$ cat config.mk
export PLATFORM = sky130hd
export DESIGN_NAME = davinci_dispatch_sched
export DESIGN_NICKNAME = d
export VERILOG_FILES = /design/src/rtl/davinci_sched_pkg.sv /design/src/rtl/gemv_drain_counter.sv /design/src/rtl/davinci_dispatch_sched.sv
export SDC_FILE = /design/constraint.sdc
export NUM_CORES = 1
export LEC_CHECK = 0
export BUFFER_PORTS_ARGS = -buffer_cell sky130_fd_sc_hd__buf_4
export CORE_AREA = 2 2 79 81
export CTS_CLUSTER_SIZE = 12
export DETAILED_ROUTE_END_ITERATION = 10
export DIE_AREA = 0 0 81 83
export GPL_TIMING_DRIVEN = 0
export PLACE_DENSITY = 0.87
export SLEW_MARGIN = 20
export SYNTH_ARGS = -nofsm -noshare
export SYNTH_HDL_FRONTEND = slang
export SYNTH_SLANG_ARGS = --single-unit
$ cat constraint.sdc
create_clock -name clk -period 2.2 [get_ports clk]
set_input_delay 0.11 -clock clk [delete_from_list [all_inputs] [get_ports clk]]
set_output_delay 0.11 -clock clk [all_outputs]
set_load 0.01 [all_outputs]
$ cat src/rtl/davinci_sched_pkg.sv
// davinci_sched_pkg: opcode, field-position and state definitions for the dispatch scheduler.
package davinci_sched_pkg;
    typedef enum logic [1:0] {
        OP_GEMV = 2'b00,
        OP_VVT  = 2'b01,
        OP_SYNC = 2'b10,
        OP_EOV  = 2'b11
    } opcodeT;
    localparam int OPC_MSB = 31;
    localparam int OPC_LSB = 30;
    localparam int DEP_BIT = 29;
    typedef enum logic [1:0] {
        DISPATCH   = 2'b00,
        VVT_WAIT   = 2'b01,
        WAIT_DRAIN = 2'b10
    } stateT;
endpackage

$ cat src/rtl/gemv_drain_counter.sv
// gemv_drain_counter: loadable saturating down-counter tracking GEMV results still in flight.
module gemv_drain_counter #(
    parameter int GEMV_LATENCY = 40,
    parameter int CNT_WIDTH = $clog2(GEMV_LATENCY + 1)
) (
    input  logic                 clk,
    input  logic                 rstn,
    input  logic                 load,
    output logic [CNT_WIDTH-1:0] count,
    output logic                 zero
);
    assign zero = count == '0;

    // A load always wins over the decrement, so a reload restarts the full drain window.
    always_ff @(posedge clk or negedge rstn) begin
        if (!rstn)
            count <= '0;
        else if (load)
            count <= CNT_WIDTH'(GEMV_LATENCY);
        else if (!zero)
            count <= count - CNT_WIDTH'(1);
    end
endmodule

$ cat src/rtl/davinci_dispatch_sched.sv
// davinci_dispatch_sched: pops FIFO-in words and dispatches them to the GEMV and VVT arrays,
// holding dependent VVT and SYNC words until the GEMV pipeline has drained.
module davinci_dispatch_sched
    import davinci_sched_pkg::*;
#(
    parameter int INSTR_WIDTH = 32,
    parameter int GEMV_INSTR_WIDTH = 28,
    parameter int VVT_INSTR_WIDTH = 28,
    parameter int GEMV_LATENCY = 40,
    parameter int CNT_WIDTH = $clog2(GEMV_LATENCY + 1)
) (
    input  logic                        clk,
    input  logic                        rstn,
    input  logic [INSTR_WIDTH-1:0]      instruction,
    input  logic                        instructionValid,
    output logic                        instructionNext,
    output logic [GEMV_INSTR_WIDTH-1:0] gemv_instruction,
    output logic                        gemv_valid,
    output logic [VVT_INSTR_WIDTH-1:0]  vvt_instruction,
    output logic                        vvt_valid,
    input  logic                        vvt_next,
    output logic                        eov_marker,
    output logic [CNT_WIDTH-1:0]        gemv_pending,
    output logic                        busy
);
    stateT  state;
    opcodeT opc;
    logic   dep, cntZero, accept, canDispatch, ready, popGemv, popVvt, unusedBits;

    assign opc = opcodeT'(instruction[OPC_MSB:OPC_LSB]);
    assign dep = instruction[DEP_BIT];
    assign unusedBits = ^instruction;
    assign accept = vvt_valid && vvt_next;
    // The accept cycle of VVT_WAIT behaves as DISPATCH so VVT words can stream at one per cycle.
    assign canDispatch = state == DISPATCH || (state == VVT_WAIT && accept);
    assign ready = (opc == OP_VVT && dep) ? cntZero :
                   (opc == OP_SYNC) ? cntZero && !vvt_valid : 1'b1;
    assign instructionNext = rstn && canDispatch && instructionValid && ready;
    assign popGemv = instructionNext && opc == OP_GEMV;
    assign popVvt = instructionNext && opc == OP_VVT;
    assign busy = state != DISPATCH || vvt_valid || !cntZero;

    gemv_drain_counter #(
        .GEMV_LATENCY(GEMV_LATENCY),
        .CNT_WIDTH(CNT_WIDTH)
    ) drainCounter (
        .clk(clk),
        .rstn(rstn),
        .load(popGemv),
        .count(gemv_pending),
        .zero(cntZero)
    );

    always_ff @(posedge clk or negedge rstn) begin
        if (!rstn) begin
            state <= DISPATCH;
            gemv_instruction <= '0;
            gemv_valid <= 1'b0;
            vvt_instruction <= '0;
            vvt_valid <= 1'b0;
            eov_marker <= 1'b0;
        end else begin
            gemv_valid <= popGemv;
            eov_marker <= instructionNext && opc == OP_EOV;
            vvt_valid <= popVvt || (vvt_valid && !vvt_next);
            if (popGemv)
                gemv_instruction <= instruction[GEMV_INSTR_WIDTH-1:0];
            if (popVvt)
                vvt_instruction <= instruction[VVT_INSTR_WIDTH-1:0];
            // A blocked head stays in the FIFO; WAIT_DRAIN re-evaluates the same word each cycle.
            if (canDispatch)
                state <= !instructionValid ? DISPATCH :
                         instructionNext ? (popVvt ? VVT_WAIT : DISPATCH) : WAIT_DRAIN;
            else if (state == WAIT_DRAIN && ready)
                state <= DISPATCH;
        end
    end
endmodule

Word level (Yosys, flattened, before mapping)
Index checks and enable logic that the tools add are counted.

operators by class
  $add $sub $neg = 1
  multipliers = 0
  divide/modulo/power cells = 0
  order comparisons = 0
  equal/unequal tests = 6
  shift-type cells = 0
  muxes and demuxes = 9
  bitwise logic cells = 0
  reduce and logical (&&, ||, !) cells = 24

operator list
  cell                                                                      number
  1-bit logical AND                                                         12
  6-bit 2-to-1 mux                                                          2
  2-bit 2-to-1 mux                                                          4
  2-bit equality test (second input constant)                               3
  6-bit logical NOT                                                         1
  6-bit by 1-bit subtractor with 6-bit output (second input constant)       1
  2-bit by 1-bit equality test with 1-bit output (second input constant)    2
  2-bit logical NOT                                                         2
  1-bit logical OR                                                          4
  2-bit nonzero test                                                        2
  1-bit logical NOT                                                         3
  1-bit 2-to-1 mux                                                          3
  2-bit by 1-bit inequality test with 1-bit output (second input constant)  1

word-level totals
  bits in registers = 67
  bits in latches = 0
  RAM bits = 0
  ROM bits = 0
  input port bits = 36
  output and inout bits = 67
  logic and storage cells = 47
  memories kept = 0

Depth between registers and ports, before layout
Gate-level depths: netlist of the first run.

  depth in word-level cells = 11
  gate-level depth with buffers = 6

Modules after synthesis
Synthesis of the first run repeated with hierarchy kept, for this count alone.

second synthesis, totals
  cells, all modules = 180
  area, all modules = 2693.8 µm²

modules (own cells, without submodules)
  module                  instances  cells an instance  area an instance (µm²)  seq. area each (µm²)
  davinci_dispatch_sched  1          146                2346.0                  1526.5
  gemv_drain_counter      1          34                 347.8                   150.1

Worst setup path before layout of the first run
No wires, ideal clock.

  path type = reg-to-reg
  from = reg drainCounter.count[0]
  to = reg vvt_instruction[0]
  library setup time = 0.125 ns
  data arrival time = 1.787 ns
  data required time = 2.075 ns
  slack = 0.288 ns
  stages on the path, launching flop included = 7
  path buffers = 1
  period minus slack after synthesis = 1.912 ns
  path through = dfrtp_1 -> inv_1 -> ha_1 -> nand3b_4 -> a2111o_1 -> buf_6 -> mux2_4

between the ends
  longest elaborated chain between the ends = 6

RTL lines
  element                   line                          text
  start: declaration        gemv_drain_counter.sv:9       output logic [CNT_WIDTH-1:0] count,
  start signal: assignment  gemv_drain_counter.sv:19      count <= CNT_WIDTH'(GEMV_LATENCY);
  start signal: assignment  gemv_drain_counter.sv:21      count <= count - CNT_WIDTH'(1);
  6-bit logical NOT *       gemv_drain_counter.sv:12      assign zero = count == '0;
  1-bit logical AND         davinci_dispatch_sched.sv:37  (opc == OP_SYNC) ? cntZero && !vvt_valid : 1'b1;
  1-bit 2-to-1 mux          davinci_dispatch_sched.sv:37
  1-bit 2-to-1 mux *        davinci_dispatch_sched.sv:36  assign ready = (opc == OP_VVT && dep) ? cntZero :
  1-bit logical AND *       davinci_dispatch_sched.sv:38  assign instructionNext = rstn && canDispatch && instructionValid && ready;
  1-bit logical AND *       davinci_dispatch_sched.sv:40  assign popVvt = instructionNext && opc == OP_VVT;
  end signal: assignment    davinci_dispatch_sched.sv:69  vvt_instruction <= instruction[VVT_INSTR_WIDTH-1:0];
  end: declaration          davinci_dispatch_sched.sv:19  output logic [VVT_INSTR_WIDTH-1:0] vvt_instruction,

Every way passes the cells marked *; elsewhere a longest branch is shown, timed or not.
A chain may end at the register's enable or synchronous reset.

Worst setup path after layout of the first run
  from = reg drainCounter.count[0]
  to = out busy

between the ends
  longest elaborated chain between the ends = 3

RTL lines
  element            line                          text
  6-bit logical NOT  gemv_drain_counter.sv:12
  1-bit logical NOT  -
  1-bit logical OR   davinci_dispatch_sched.sv:41  assign busy = state != DISPATCH || vvt_valid || !cntZero;
  end: declaration   davinci_dispatch_sched.sv:24  output logic busy

No other way between the ends.

==> summary.md, run 1 <==
| Metric | Value |
|---|---|
| Clock period minus final worst setup slack | `between 2000 and 2500 ps` |
| Ys Warns | `0` |
| CTS tree | `built` |
| Final hold viol count | `67` |
| Max Transition Viols Final | `0` |
| Cts hold-fix bufs | `1` |
| CP required | `roughly 2100 ps` |
| Placer congestion estimate | `roughly 0.71` |
| Starting Density | `47.6%` |
| Synth top cells by count | `dfrtp_1, mux2_2, mux2_4, nor2_1, nand2_1` |
| Die width | `slightly above 80 um` |
| Comb pwr share | `42.6%` |
| ANT nets after route | `0` |
| Leak | `2.01 nW` |
| Fin util | `65.9%` |
| Area share of the largest cell type after synthesis | `between 60 and 70%` |
| Core area | `a little under 0.006 mm^2` |
| H-tree lvl count | `3` |
| Pwr Total | `~5.3 mW` |
| Final Instance Count excl. Fillers | `about 370` |
| Fillcell total | `between 400 and 500` |
| Sequential power share | `41.9%` |
| Fmax | `0.483 GHz` |
| Failing checks | `negative hold slack` |
| Power per cell area | `1380 mW/mm^2` |
| Initial DRC count | `between 60 and 70` |
| Int Power | `approximately 3.7 mW` |
| Clock network fraction of total power | `between 15 and 20%` |
| Clock buffer depth | `2` |
| Crit path launch type | `flop` |
| Cells after Synth | `~170` |
| Worst-Skew Late Latency | `a little over 300 ps` |
| Rows | `28` |
| Period utilization | `94.1%` |
| Synth-to-layout area growth | `38.3%` |
| Via density | `4.95` |
| # DRC | `0` |
| Clock transition at path regs | `about 60 ps` |
| NetSw | `1.64 mW` |
| Sequential fraction of the synthesis area | `around 60%` |
| Count leader, synth | `dfrtp_1` |
| Slowest stage delay, CP | `between 500 and 600 ps` |
| Distinct cell type count after synthesis | `28` |
| GRT Overall Usage | `18.7%` |
| Num ports | `a little over 100` |
| Crit path DAT | `around 2000 ps` |
| Synthesized flop and latch total | `67` |
| Overall routed net length | `5830 um` |
| Avg Cell Area, Syn | `between 15 and 20 um^2` |
| DP HPWL | `slightly above 4000 um` |
| Worst Skew | `between 6 and 7 ps` |
| Cell Chain, Critical Path | `inv_1 > ha_1 > nand3b_4 > or4_2 > buf_4` |
| Crit Path Class | `flop to output port` |
| Worst slew pin tran | `between 600 and 700 ps` |
| Final setup vio count | `0` |
| Peak supply drop | `0.000746 V` |
| Synth Net Count | `about 210` |
| Max_cap viols | `0` |
| Worst Setup End Kind | `output port` |
| Post-synth ARST share | `100%` |
| DR pass1 iterations | `4` |
| Share of layout cells above drive strength 1 | `a little over three fifths` |
| Final global-route overflow total | `0` |
| R2R depth | `6` |
| Slowest cell on crit path | `or4_2` |
| Worst hold path class | `input port to async pin` |
| First-pass GRT wire length | `between 9000 and 10000 um` |
| Clk sinks | `67` |
| Fin area | `between 0.003 and 0.004 mm^2` |
| Unrepaired setup endpoints after global routing | `no` |
| Via count | `between 1500 and 2000` |
| Number of global-route vias before repair | `~2000` |
| Buffers on Ports | `roughly 100` |
| Relative slew slack | `approximately three fifths` |
| NumNets Final | `330` |
| Final hold slack | `-219 ps` |
| CP max FO | `9` |
| CTS root buffer | `clkbuf_8` |
| Switching Share | `roughly 31%` |
| Synthesized cell area | `between 0.002 and 0.003 mm^2` |
| Initial antenna violation count | `0` |
| Cell taking the most area after synthesis | `dfrtp_1` |
| Synth top area cells | `dfrtp_1, mux2_4, mux2_2, buf_6, nor2_1` |
| Status | `finished with violations` |
| Largest net degree at the start of global routing | `70` |
| DP Area | `between 0.003 and 0.004 mm^2` |
| ANT cells | `0` |
| Post-synth EDFFs | `0` |
| Die height | `between 80 and 90 um` |
| Die ar. | `a little under 0.007 mm^2` |
| # placed instances | `350` |
| Per-cell routed wire length | `about 16 um` |
| Cts bufs inserted | `9` |
| Top_reg_cell synth | `dfrtp_1` |
==> layer usage <==
| metal | track usage (%) | part of all wire [%] | vias up |
|---|---|---|---|
| met5 | 0 | 0 | - |
| li1 | - | - | 840 |
| met3 | 4.35 | 5.7 | 5 |
| met1 | 24.1 | 41 | 923 |
| met4 | 6.01 | 0.63 | 0 |
| met2 | 31.1 | 53 | 57 |
==> cells in the final DEF, fill, tap and decap left out <==
cell	Yosys	layout
clkbuf_1	0	3
o31ai_1	1	1
ha_1	2	2
nand3_1	1	1
a21o_2	2	2
clkbuf_4	0	1
clkbuf_8	0	10
nor3_4	1	2
nor2_1	7	7
mux2i_1	1	1
xor2_1	2	2
xnor2_1	3	3
dlygate4sd3_1	0	1
nand4b_1	1	1
and2_1	1	1
nor2b_1	1	1
inv_1	4	4
a21bo_2	1	1
a211oi_1	1	1
dfrtp_1	67	67
mux2_2	28	28
mux2_4	28	28
o21ai_0	3	3
a2111o_1	1	1
or4_2	1	1
buf_4	0	105
buf_2	3	2
nor3_1	1	1
nand2_1	5	5
buf_6	3	4
a21oi_1	3	3
nand3b_4	1	1
==> layout make-up <==
class / count / area (um^2) / share of cell area (%)
multi-input cells: 97 / 1040 / 27.0
inverters: 4 / 15.0 / 0.392
clock buffers: 13 / 149 / 3.89
plain buffers: 6 / 51.3 / 1.34
repair buffers: 107 / 810 / 21.1
flip-flops and latches: 67 / 1680 / 43.8
well taps: 75 / 93.8 / 2.45
==> logic make-up (layout without fill, tap and decap cells) <==
family	after synthesis	count (layout)	share of synthesized area, %
fa+ha+maj	2	2	0.903
simple gates	21	21	4.74
buf+inv	10	130	2.30
mux	57	57	26.9
compound gates	12	12	3.03
flops	67	67	60.5
xor+xnor	5	5	1.58
==> state kept, by name (all words and copies together), names as in the netlist <==
signal and cells:
vvt_valid 1, state 2, eov_marker 1, gemv_valid 1
vvt_instruction 28, drainCounter.count 6, gemv_instruction 28
==> worst paths after layout <==
kind                                                   startpoint                                end  slack (ps)
worst max-delay path            drainCounter.count[0]$_DFFE_PN0P_                               busy         130
worst min register to register   gemv_instruction[16]$_DFFE_PN0P_   gemv_instruction[16]$_DFFE_PN0P_         510
worst min-delay path                                         rstn  drainCounter.count[4]$_DFFE_PN0P_        -220
worst max register to register  drainCounter.count[0]$_DFFE_PN0P_    vvt_instruction[19]$_DFFE_PN0P_         160
max in group asynchronous                                    rstn   gemv_instruction[12]$_DFFE_PN0P_        2000
min in group clk                                  instruction[14]    vvt_instruction[14]$_DFFE_PN0P_          30
==> per-stage QoR <==
step                setup WS [ps]  TNS (ps)
floorplan                     288         0
global placement             -355    -13400
detailed placement           -414    -16390
CTS                           102         0
global route                 25.5         0
finish                        131         0
==> worst max-delay path, delay by kind of cell, from the launching register on <==
family	cells	cell delay, ps
adder cells (fa/ha/maj)	1	200
flip-flops	1	430
buffers and inverters	2	290
AND/OR/NAND/NOR	2	720
==> power groups by stage <==
stage | combinational [mW] | sequential [mW] | clock, mW
3_5_place_dp | 2.27 | 2.23 | 0
3_3_place_gp | 2.20 | 2.20 | 0
6_report | 2.26 | 2.22 | 0.817
2_1_floorplan | 0.873 | 2.45 | 0
4_1_cts | 2.29 | 2.22 | 0.853
5_1_grt | 2.43 | 2.30 | 0.910
==> timing repair <==
item                       4_1_cts  5_1_grt
buffers inserted                 0        5
pin swaps                        0        2
setup endpoints to repair       25       25
resized for setup                2        1
hold endpoints to repair        68       67
cloned                           0        0
Note: power is estimated with default switching activity, not from simulation.
==> inputs of run 2 (changes only) <==
CORE_AREA = 2 2 88 73   (was 2 2 79 81)
DIE_AREA = 0 0 90 75   (was 0 0 81 83)
==> run 2 against run 1 <==
Against the previous run:
- largest cell class unchanged
- clock power rose by 55%
- critical path depth did not move
- core utilization rose by 5.6 points
- register-to-register slack got worse by 50 ps
- sequential share of layout area fell by 3.5 points
- the run still ends with negative hold slack left
- clock skew rose by 4.5 ps
- non-clock buffer count rose by 21
- setup slack got worse by 23 ps
- power rose by 9.2%
==> summary.md, run 2 (synthesis results as in run 1) <==
| Metric | Value |
|---|---|
| R2R setup slack | `110 ps (was 160 ps)` |
| Worst Skew | `10.6 ps (was 6.01 ps)` |
| Starting Density | `47.6% (about the same)` |
| M1 WL | `2550 um (was 2400 um)` |
| # DRC | `0 (unchanged)` |
| Worst slew pin tran | `616 ps (was 603 ps)` |
| Worst hold path class | `input port to async pin (unchanged)` |
| Cts bufs inserted | `9 (unchanged)` |
| Peak supply drop | `0.000700 V (was 0.000746 V)` |
| H-tree lvl count | `3 (unchanged)` |
| Pwr Total | `5.78 mW (was 5.29 mW)` |
| Routed met2 length | `3240 um (was 3060 um)` |
| DP HPWL | `4110 um (was 4160 um)` |
| Fin area | `0.00416 mm^2 (was 0.00383 mm^2)` |
| Period utilization | `95.1% (was 94.1%)` |
| Final global-route overflow total | `0 (unchanged)` |
| Final setup vio count | `0 (unchanged)` |
| Share of layout cells above drive strength 1 | `58.8% (was 62.9%)` |
| Die width | `90 um (was 81 um)` |
| Clock period minus final worst setup slack | `2090 ps (was 2070 ps)` |
| Final hold viol count | `67 (unchanged)` |
| Die ar. | `0.00675 mm^2 (was 0.00672 mm^2)` |
| Synth-to-layout area growth | `50.2% (was 38.3%)` |
| Via count | `1935 (was 1825)` |
| FF-to-FF Start | `state[0]$_DFFE_PN0P_ (was drainCounter.count[0]$_DFFE_PN0P_)` |
| Num ports | `103 (unchanged)` |
| Buffers on Ports | `101 (unchanged)` |
| CP max FO | `10 (was 9)` |
| CP required | `2410 ps (was 2090 ps)` |
| Clock buffer depth | `2 (unchanged)` |
| Metal3 WL | `434 um (was 334 um)` |
| Overall routed net length | `6270 um (was 5830 um)` |
| DR pass1 iterations | `4 (unchanged)` |
| Max Transition Viols Final | `0 (unchanged)` |
| CTS root buffer | `clkbuf_8 (unchanged)` |
| ANT cells | `0 (unchanged)` |
| Failing checks | `negative hold slack (unchanged)` |
| Crit Path Class | `flop to flop (was flop to output port)` |
| Fin util | `71.5% (was 65.9%)` |
| Min setup slack post-route | `107 ps (was 131 ps)` |
| CTS tree | `built (unchanged)` |
| Core area | `0.00582 mm^2 (about the same)` |
| Clock transition at path regs | `80 ps (was 60 ps)` |
| Crit path DAT | `2310 ps (was 1960 ps)` |
| Max_cap viols | `0 (unchanged)` |
| Initial DRC count | `43 (was 69)` |
| ANT nets after route | `0 (unchanged)` |
| GRT Overall Usage | `19.2% (was 18.7%)` |
| Worst Setup End Kind | `flop (was output port)` |
| Clk sinks | `67 (unchanged)` |
| Commonest non-fill, non-tap cell in the layout | `buf_4 (unchanged)` |
| Worst-Skew Late Latency | `340 ps (was 310 ps)` |
| Placer congestion estimate | `0.796 (was 0.707)` |
| Initial antenna violation count | `0 (unchanged)` |
| Power per cell area | `1390 mW/mm^2 (was 1380 mW/mm^2)` |
| RR Endpoint | `gemv_instruction[26]$_DFFE_PN0P_ (was vvt_instruction[19]$_DFFE_PN0P_)` |
| Biggest regs | `gemv_instruction (28), vvt_instruction (28), drainCounter.count (6) (unchanged)` |
| DR top layer | `met4 (unchanged)` |
| Relative slew slack | `58.9% (was 59.8%)` |
| Leak | `2.14 nW (was 2.01 nW)` |
| Die height | `75 um (was 83 um)` |
| Dpl ws | `-373 ps (was -414 ps)` |
| First-pass GRT wire length | `10000 um (was 9770 um)` |
| Most frequent cells in the layout | `buf_4, dfrtp_1, mux2_4, mux2_2, dlygate4sd3_1 (was buf_4, dfrtp_1, mux2_4, mux2_2, clkbuf_8)` |
| Crit path launch type | `flop (unchanged)` |
| Per-cell routed wire length | `15.7 um (was 15.8 um)` |
| Unrepaired setup endpoints after global routing | `no (unchanged)` |
| Final hold slack | `-234 ps (was -219 ps)` |
| Status | `finished with violations (unchanged)` |
| Cts hold-fix bufs | `26 (was 1)` |
| NumNets Final | `351 (was 330)` |
| Rows | `25 (was 28)` |
| DP Area | `0.00363 mm^2 (was 0.00362 mm^2)` |
| R2R depth | `5 (was 6)` |
| Largest net degree at the start of global routing | `70 (unchanged)` |
| Number of global-route vias before repair | `1990 (was 1971)` |
| Via density | `4.85 (was 4.95)` |
| Fmax | `0.478 GHz (was 0.483 GHz)` |
[run 2: cell count changes in the layout (fill, tap and decap cells not counted), moves of 3 or more]
cell           delta
buf_4             -4
bufinv_16         +3
clkbuf_1          -3
dlygate4sd3_1    +25
[run 2: metal layers]
layer,up-vias,GRT usage (%)
li1,894,-
met1,953,23.2
met2,81,32.3
met3,7,7.71
met4,0,6.32
met5,-,0
[run 2: area by class of cell]
type                       instances  area [um^2]
buffer                             6         53.8
timing repair buffer             128         1030
multi-input combinational         97         1040
clock inverter                     6          111
clock buffer                      10          138
tap                               81          101
sequential                        67         1680
fill                             419         1660
inverter                           4         15.0
[run 2: where the power goes]
group	internal [mW]	total (mW)	switching, mW
combinational	1.43	2.29	0.863
clock	0.786	1.27	0.481
sequential	1.82	2.22	0.398
total	4.04	5.78	1.74
[run 2: worst max path at each step]
| stage | from | endpoint | slack, ps | depth (start not counted) |
|---|---|---|---|---|
| 2_1_floorplan | drainCounter.count[0]$_DFFE_PN0P_ | vvt_instruction[0]$_DFFE_PN0P_ | 290 | 6 |
| 3_3_place_gp | rstn | gemv_instruction[15]$_DFFE_PN0P_ | -330 | 5 |
| 3_5_place_dp | rstn | gemv_instruction[15]$_DFFE_PN0P_ | -370 | 5 |
| 4_1_cts | state[0]$_DFFE_PN0P_ | gemv_instruction[15]$_DFFE_PN0P_ | 6 | 5 |
| 5_1_grt | state[0]$_DFFE_PN0P_ | gemv_instruction[23]$_DFFE_PN0P_ | 3 | 5 |
| 6_report | state[0]$_DFFE_PN0P_ | gemv_instruction[26]$_DFFE_PN0P_ | 110 | 5 |
[run 2: worst max-delay path, stage by stage, from the launching register on]
cell and delay, ps:
dfrtp_1 400, a21bo_2 210, nand4b_1 270, nor3_4 410
buf_2 310, mux2_2 370
[run 2: what timing repair did]
item | 4_1_cts | 5_1_grt
pin swaps | 0 | 1
gates resized for setup | 1 | 3
buffers inserted | 0 | 1
endpoints found under the setup margin | 16 | 25
hold endpoints to repair | 105 | 67
[run 2: stage by stage]
step | instances | hold slack [ps] | TNS, ps
2_1_floorplan | 174 | -186 | 0
3_3_place_gp | 356 | 268 | -12460
3_5_place_dp | 356 | 278 | -14610
4_1_cts | 398 | -221 | 0
5_1_grt | 399 | -203 | 0
6_report | 399 | -234 | 0
==> inputs of run 3 (changes only) <==
CORE_AREA = 8 8 94 79   (was 2 2 88 73)
DIE_AREA = 0 0 102 87   (was 0 0 90 75)
MAX_ROUTING_LAYER = met4   (was unset)
RECOVER_POWER = 100   (was unset)
==> run 3 against run 2 <==
Against the previous run:
- the flow still finishes with violations (negative hold slack)
- sequential share of layout area increased by 6.1 points
- core utilization decreased by 12 points
- combinational power decreased by 20%
- hold slack improved by 7.9 ps
- via count decreased by 7.2%
- sequential power about the same
==> summary.md, run 3 (synthesis results as in run 1) <==
| Metric | Value |
|---|---|
| M1 WL | `2610 um (was 2550 um)` |
| Worst slew pin tran | `601 ps (was 616 ps)` |
| Leak | `1.76 nW (was 2.14 nW)` |
| Crit path launch type | `flop (unchanged)` |
| DP HPWL | `4640 um (was 4110 um)` |
| Via count | `1796 (was 1935)` |
| Die ar. | `0.00887 mm^2 (was 0.00675 mm^2)` |
| Fin area | `0.00361 mm^2 (was 0.00416 mm^2)` |
| Clock period minus final worst setup slack | `2070 ps (was 2090 ps)` |
| Status | `finished with violations (unchanged)` |
| Crit Path Class | `flop to output port (was flop to flop)` |
| Slowest cell on crit path | `or4_2 (was nor3_4)` |
| Final setup vio count | `0 (unchanged)` |
| Buffers on Ports | `101 (unchanged)` |
| Commonest non-fill, non-tap cell in the layout | `dfrtp_1 (was buf_4)` |
| H-tree lvl count | `3 (unchanged)` |
| Clock buffer depth | `2 (unchanged)` |
| Worst Setup End Kind | `output port (was flop)` |
| Footprint of the multi-input gates | `0.00104 mm^2 (unchanged)` |
| Num ports | `103 (unchanged)` |
| Cts hold-fix bufs | `2 (was 26)` |
| Clk sinks | `67 (unchanged)` |
| Worst hold path class | `input port to async pin (unchanged)` |
| Period utilization | `94.3% (was 95.1%)` |
| Failing checks | `negative hold slack (unchanged)` |
| Cts bufs inserted | `9 (unchanged)` |
| Slowest stage delay, CP | `580 ps (was 410 ps)` |
| Share of layout cells above drive strength 1 | `41.0% (was 58.8%)` |
| Power per cell area | `1390 mW/mm^2 (about the same)` |
| ANT cells | `0 (unchanged)` |
| First-pass GRT wire length | `9920 um (was 10000 um)` |
| Number of global-route vias before repair | `1958 (was 1990)` |
| ANT nets after route | `0 (unchanged)` |
| Final hold slack | `-226 ps (was -234 ps)` |
| Most frequent cells in the layout | `dfrtp_1, clkbuf_1, buf_4 (was buf_4, dfrtp_1, mux2_4, mux2_2, dlygate4sd3_1)` |
| Via density | `4.76 (was 4.85)` |
| Cell Chain, Critical Path | `nor3_4 > nand3b_4 > or4_2 > buf_4 (was a21bo_2 > nand4b_1 > nor3_4 > buf_2 > mux2_2)` |
| CP max FO | `9 (was 10)` |
| DR top layer | `met4 (unchanged)` |
| Starting Density | `45.8% (was 47.6%)` |
| Fmax | `0.482 GHz (was 0.478 GHz)` |
| CTS root buffer | `clkbuf_8 (unchanged)` |
| Core area | `0.00605 mm^2 (was 0.00582 mm^2)` |
| Overall routed net length | `6300 um (was 6270 um)` |
| CP required | `2090 ps (was 2410 ps)` |
| Final global-route overflow total | `0 (unchanged)` |
| Seq. cell area | `0.00168 mm^2 (unchanged)` |
| Fillcell total | `555 (was 419)` |
| Per-cell routed wire length | `16.7 um (was 15.7 um)` |
| Die width | `102 um (was 90 um)` |
| Post-CTS Setup Bufs | `0 (unchanged)` |
| Final hold viol count | `67 (unchanged)` |
| Largest net degree at the start of global routing | `70 (unchanged)` |
| Clock transition at path regs | `70 ps (was 80 ps)` |
| Peak supply drop | `0.000707 V (was 0.000700 V)` |
| Worst Skew | `6.16 ps (was 10.6 ps)` |
| Routed met2 length | `3160 um (was 3240 um)` |
| CTS tree | `built (unchanged)` |
| Max_cap viols | `0 (unchanged)` |
| Max Transition Viols Final | `0 (unchanged)` |
| Bufs and invs on worst path | `1 (unchanged)` |
| CP delay by family, top | `simple AND/OR/NAND/NOR gates (unchanged)` |
| Die height | `87 um (was 75 um)` |
| Metal3 WL | `500 um (was 434 um)` |
| Relative slew slack | `59.9% (was 58.9%)` |
| Worst-Skew Late Latency | `330 ps (was 340 ps)` |
| Initial DRC count | `72 (was 43)` |
| Rows | `26 (was 25)` |
| NumNets Final | `326 (was 351)` |
| Biggest regs | `gemv_instruction (28), vvt_instruction (28), drainCounter.count (6) (unchanged)` |
| DR pass1 iterations | `4 (unchanged)` |
| # DRC | `0 (unchanged)` |
| Final Instance Count excl. Fillers | `377 (was 399)` |
| Synth-to-layout area growth | `30.4% (was 50.2%)` |
| # placed instances | `359 (was 356)` |
| Unrepaired setup endpoints after global routing | `no (unchanged)` |
| GRT Overall Usage | `14.9% (was 19.2%)` |
| DP Area | `0.00363 mm^2 (about the same)` |
| Initial antenna violation count | `0 (unchanged)` |
| Placer congestion estimate | `0.781 (was 0.796)` |
| Crit path DAT | `1960 ps (was 2310 ps)` |
## run 3: layout make-up
type	count	share of cell area, %
Sequential cell	67	46.4
Clock inverter	5	1.45
Tap cell	84	2.91
Buffer	6	1.35
Timing Repair Buffer	103	14.9
Multi-Input combinational cell	97	28.7
Clock buffer	11	3.91
Inverter	4	0.416
## run 3: path summary, 6_finish.rpt
path | slack (ps) | to | cells after the start | start
worst max-delay path | 130 | busy | 4 | drainCounter.count[2]$_DFFE_PN0P_
worst min-delay path | -230 | drainCounter.count[2]$_DFFE_PN0P_ | 1 | rstn
worst max register to register | 140 | gemv_instruction[6]$_DFFE_PN0P_ | 5 | state[0]$_DFFE_PN0P_
worst min register to register | 500 | gemv_instruction[4]$_DFFE_PN0P_ | 1 | gemv_instruction[4]$_DFFE_PN0P_
max in group asynchronous | 2010 | gemv_instruction[10]$_DFFE_PN0P_ | 1 | rstn
min in group clk | 20 | vvt_instruction[12]$_DFFE_PN0P_ | 2 | instruction[12]
## run 3: repair_timing
| action | in CTS | in global routing |
|---|---|---|
| hold endpoints to repair | 69 | 67 |
| endpoints found under the setup margin | 0 | 25 |
| resized for setup | 0 | 2 |
## run 3: stage by stage
| stage | setup TNS, ps | utilization [%] | total power [mW] | setup slack [ps] |
|---|---|---|---|---|
| floorplan | 0 | - | 3.32 | 288 |
| CTS | 0 | 63.6 | 5.57 | 1.78 |
| global route | 0 | 59.7 | 5.35 | 8.97 |
| detailed placement | -13720 | 60.0 | 4.55 | -349 |
| global placement | -12040 | 60.0 | 4.44 | -332 |
| finish | 0 | 59.7 | 5.01 | 126 |
## run 3: report_power, final
group / internal [mW] / switching (mW) / total [mW]
registers: 1.82 / 0.373 / 2.20
logic: 0.949 / 0.883 / 1.83
clock network: 0.549 / 0.436 / 0.985
## run 3: layer usage
metal	vias up	GRT usage, %
met1	892	16.6
met5	-	-
met2	61	23.9
met4	0	3.86
li1	838	-
met3	5	6.79
